$ cat config.mk
export PLATFORM = sky130hd
export DESIGN_NAME = serial_addsub
export DESIGN_NICKNAME = d
export VERILOG_FILES = /design/src/rtl/serial_addsub_pkg.sv /design/src/rtl/serial_addsub_full_adder.sv /design/src/rtl/serial_addsub.sv
export SDC_FILE = /design/constraint.sdc
export NUM_CORES = 1
export LEC_CHECK = 0
export CAP_MARGIN = 0
export CELL_PAD_IN_SITES_DETAIL_PLACEMENT = 1
export CELL_PAD_IN_SITES_GLOBAL_PLACEMENT = 2
export CORE_UTILIZATION = 36
export CTS_BUF_LIST = sky130_fd_sc_hd__clkbuf_8
export DETAILED_ROUTE_END_ITERATION = 8
export PLACE_DENSITY = 0.84
export SYNTH_ARGS = -nofsm -noshare
export SYNTH_HDL_FRONTEND = slang
export SYNTH_HIERARCHICAL = 1
export SYNTH_SLANG_ARGS = --single-unit
$ cat constraint.sdc
create_clock -name clk -period 1.9 [get_ports clk]
set_clock_uncertainty 0.1 [all_clocks]
set_input_delay 0.19 -clock clk [delete_from_list [all_inputs] [get_ports clk]]
set_output_delay 0.19 -clock clk [all_outputs]
set_load 0.005 [all_outputs]
$ cat src/rtl/serial_addsub_pkg.sv
// Shared types and constants for the bit-serial adder/subtractor.
// Holds the FSM state encoding and the default datapath width.
package serial_addsub_pkg;

    localparam int WIDTH_DEF = 8;

    typedef enum logic [1:0] {
        IDLE = 2'd0,
        RUN  = 2'd1,
        DONE = 2'd2
    } state_t;

    function automatic int cnt_width(input int w);
        return (w > 1) ? $clog2(w) : 1;
    endfunction

endpackage

$ cat src/rtl/serial_addsub_full_adder.sv
// One-bit full adder cell shared by every serial step.
// Purely combinational.
module full_adder (
    input  logic a,
    input  logic b,
    input  logic cin,
    output logic s,
    output logic cout
);

    assign s    = a ^ b ^ cin;
    assign cout = (a & b) | (cin & (a ^ b));

endmodule

$ cat src/rtl/serial_addsub.sv
// Bit-serial adder/subtractor: one bit per clock through a single cell.
// Results are published only in DONE so sum never shows partial shifts.
module serial_addsub
    import serial_addsub_pkg::*;
#(
    parameter int WIDTH = WIDTH_DEF
) (
    input  logic             clk,
    input  logic             rst,
    input  logic             start,
    input  logic [WIDTH-1:0] a,
    input  logic [WIDTH-1:0] b_in,
    input  logic             sub,
    output logic             busy,
    output logic             done,
    output logic [WIDTH-1:0] sum,
    output logic             cout,
    output logic             ovf,
    output logic             zero
);

    localparam int CW = cnt_width(WIDTH);
    localparam logic [CW-1:0] LAST = CW'(WIDTH - 1);

    state_t           state;
    logic [WIDTH-1:0] a_sr;
    logic [WIDTH-1:0] b_sr;
    logic [WIDTH-1:0] res_sr;
    logic [CW-1:0]    cnt;
    logic             carry;
    logic             c_msb;
    logic             fa_s;
    logic             fa_c;

    full_adder u_fa (
        .a    (a_sr[0]),
        .b    (b_sr[0]),
        .cin  (carry),
        .s    (fa_s),
        .cout (fa_c)
    );

    always_ff @(posedge clk or posedge rst) begin
        if (rst) begin
            state  <= IDLE;
            a_sr   <= '0;
            b_sr   <= '0;
            res_sr <= '0;
            cnt    <= '0;
            carry  <= 1'b0;
            c_msb  <= 1'b0;
            busy   <= 1'b0;
            done   <= 1'b0;
            sum    <= '0;
            cout   <= 1'b0;
            ovf    <= 1'b0;
            zero   <= 1'b1;
        end else begin
            done <= 1'b0;
            unique case (state)
                IDLE: begin
                    if (start) begin
                        a_sr  <= a;
                        b_sr  <= b_in;
                        carry <= sub;
                        cnt   <= '0;
                        busy  <= 1'b1;
                        state <= RUN;
                    end
                end
                RUN: begin
                    a_sr   <= a_sr >> 1;
                    b_sr   <= b_sr >> 1;
                    res_sr <= {fa_s, res_sr[WIDTH-1:1]};
                    carry  <= fa_c;
                    cnt    <= cnt + CW'(1);
                    if (cnt == LAST) begin
                        // carry entering the MSB cell, needed for overflow
                        c_msb <= carry;
                        state <= DONE;
                    end
                end
                DONE: begin
                    sum   <= res_sr;
                    cout  <= carry;
                    ovf   <= c_msb ^ carry;
                    zero  <= (res_sr == '0);
                    done  <= 1'b1;
                    busy  <= 1'b0;
                    state <= IDLE;
                end
                default: state <= IDLE;
            endcase
        end
    end

endmodule

==> flow_metrics.tcl <==
set metrics [dict create \
    cpPeakStageDelay_ns 0.53 \
    dieArea_mm2 0.00562 \
    portBuffers 32 \
    synth_cell_types 27 \
    final_area_mm2 0.00245 \
    crit_buf_inv 1 \
    cap_violations 0 \
    insertion_delay_ns 0.29 \
    fp-row-count 26 \
    pre_cts_slack_ns 0.253 \
    grt_pass1_vias 1436 \
    ys_ff_latch 44 \
    critPathLaunchType "flip-flop" \
    dpl.hpwl_um 2970 \
    drtAntennaViolNets 0 \
    antenna_found_initial 0 \
    cts_hold_buffers 0 \
    start_util_pct 37.6 \
    cts_setup_buffers 0 \
    crit_type "reg -> out" \
    syn_nets 182 \
    setup_viol 0 \
    via_per_inst 5.02 \
    setup-tns-final_ns 0 \
    avgSynthCellArea_um2 12.1 \
    antennaDiodeCount 0 \
    hold_violations 0 \
    layout-drive-gt1-share_pct 18.7 \
    relSlewSlack_pct 69.5 \
    static-leakage-power_nw 1.11 \
    grt_util_all_layers_pct 16.5 \
    vdd_ir_drop_max_v 0.000462 \
    cts_buffer_depth 2 \
    fmax_mhz 627 \
    core_area_mm2 0.00511 \
    finalPower_mw 3.57 \
    end_kind "primary output" \
    layout-area-overhead-vs-synth_pct 27.7 \
    nets 220 \
    yosysSeqAreaShare_pct 57.5 \
    die_y_um 75.0 \
    worstPathArrival_ns 1.31 \
    worstHoldPathType "in -> async" \
    placed_cell_area_mm2 0.00234 \
    status "finished clean" \
    num_vias 1346 \
    ctsResizeCount 0 \
    cpLargestDelayFamily "flip-flops" \
    grt_overflow 0 \
    grt_pass1_wl_um 6800 \
    path_cells "clkdlybuf4s50_1" \
    finalCritPeriodShare_pct 84.0 \
    finalCriticalPeriod_ns 1.60 \
    totalWireLength_um 3980 \
    yosysWarnings 6 \
    slew_viol_final 0 \
    worstMarginPinSlew_ns 0.458 \
    drc 0 \
    drtIter0Drc 41 \
    netlist_area_mm2 0.00192 \
    cts_tree "built" \
    clkTransAtPathRegs_ns 0.08 \
    rsz0062_at_grt "no" \
    slowest_stage "dfstp_2" \
    power.density_mw_per_mm2 1460 \
    netlist_instances 159 \
    die_w_um 75.0 \
    setup_slack_ns 0.304 \
    htree_num_levels 2 \
    cts_sinks 44 \
    grt_max_degree 27 \
    required_ns 1.61 \
    drt-pass1-iter-count 3 \
    clock-root-buffer "clkbuf_8" \
    detail_route.wl_per_cell_um 14.9 \
    place.gp.congestion 0.749 \
    critPathMaxFanout 2 \
    num_io_pins 33 \
    numCtsBuffers 5 \
]
## Yosys cell counts, drive strengths merged
cell type | number | area share, %
dfrtp | 43 | 56
mux2 | 19 | 12
o21ai | 16 | 4.2
a21oi | 15 | 3.9
nand2 | 15 | 2.9
and3b | 13 | 5.9
buf | 8 | 3.0
a22o | 4 | 1.8
nor2 | 4 | 0.78
clkbuf | 3 | 0.65
nor2b | 3 | 1.1
a22oi | 2 | 0.78
ha | 2 | 1.3
inv | 2 | 0.39
nand2b | 2 | 0.65
nor4 | 2 | 0.65
and2 | 1 | 0.33
dfstp | 1 | 1.4
fa | 1 | 1.0
nand3 | 1 | 0.26
o21bai | 1 | 0.39
xnor2 | 1 | 0.46
## cells by family after synthesis
group / after synthesis / share of synthesized area (%)
and+or+nand+nor: 41 / 12.7
buffers and inverters: 13 / 4.04
muxes: 19 / 11.9
AOI/OAI and AO/OA: 38 / 11.1
DFF: 44 / 57.5
xor gates and xnor gates: 1 / 0.457
adders and majority gates: 3 / 2.35
## final timing paths
path / start / endpoint / slack (ns) / cells past startpoint
max: zero$_DFFE_PP1P_ / zero / 0.30 / 1
min reg2reg: b_sr[3]$_DFFE_PP0P_ / b_sr[3]$_DFFE_PP0P_ / 0.38 / 2
min: rst / done$_DFF_PP0_ / 0.1 / 2
max in group asynchronous: rst / sum[2]$_DFFE_PP0P_ / 1.09 / 3
max reg2reg: state[1]$_DFFE_PP0P_ / sum[2]$_DFFE_PP0P_ / 0.33 / 3
min in group clk: b_sr[3]$_DFFE_PP0P_ / b_sr[3]$_DFFE_PP0P_ / 0.38 / 2
## layout make-up
| cell class | count | area [µm²] |
|---|---|---|
| fill | 550 | 2660 |
| sequential | 44 | 1100 |
| multi-input combinational | 102 | 738 |
| timing repair buffer | 42 | 408 |
| tap | 70 | 87.6 |
| clock buffer | 5 | 68.8 |
| clock inverter | 3 | 37.5 |
| inverter | 2 | 7.51 |
## metrics by stage
stage          utilization (%)  hold WS, ns  std cells
6_report                  48.0       0.0996        268
2_1_floorplan                -        0.223        159
3_3_place_gp              45.9        0.367        260
4_1_cts                   48.0        0.108        268
3_5_place_dp              45.9        0.371        260
5_1_grt                   48.0        0.120        268
## flip-flops by register name, summed over array words and instances, names as in the netlist
name / count
sum: 8
b_sr: 8
res_sr: 8
a_sr: 8
done: 1
cout: 1
carry: 1
state: 2
zero: 1
c_msb: 1
cnt: 3
ovf: 1
busy: 1
## per-layer routing
layer  wire [µm]  global-route usage [%]  part of all wire, %  up-vias
met5           0                       0                    0        -
met4          42                    5.66                  1.1        0
met2        2080                    29.0                   52       31
met1        1690                    19.6                   42      680
met3         170                    4.15                  4.3        4
li1            -                       -                    -      631
## report_power, final
part           leakage (nW)  internal, mW  switching, mW
registers             0.548          1.33          0.282
logic                 0.502         0.771          0.498
clock network        0.0607         0.383          0.302
total                  1.11          2.49           1.08
## cell usage in the layout (no fill, tap or decap), drive strengths merged
master / instances
fa: 1
o21bai: 1
clkbuf: 5
ha: 2
and3b: 13
clkdlybuf4s50: 32
dfrtp: 43
o21ai: 16
and2: 1
nor2: 4
nand2b: 2
nor4: 2
bufinv: 1
buf: 10
nand3: 1
a21oi: 15
mux2: 19
inv: 4
a22o: 4
dfstp: 1
a22oi: 2
nand2: 15
xnor2: 1
nor2b: 3
Power figures use the tool's default switching activity.
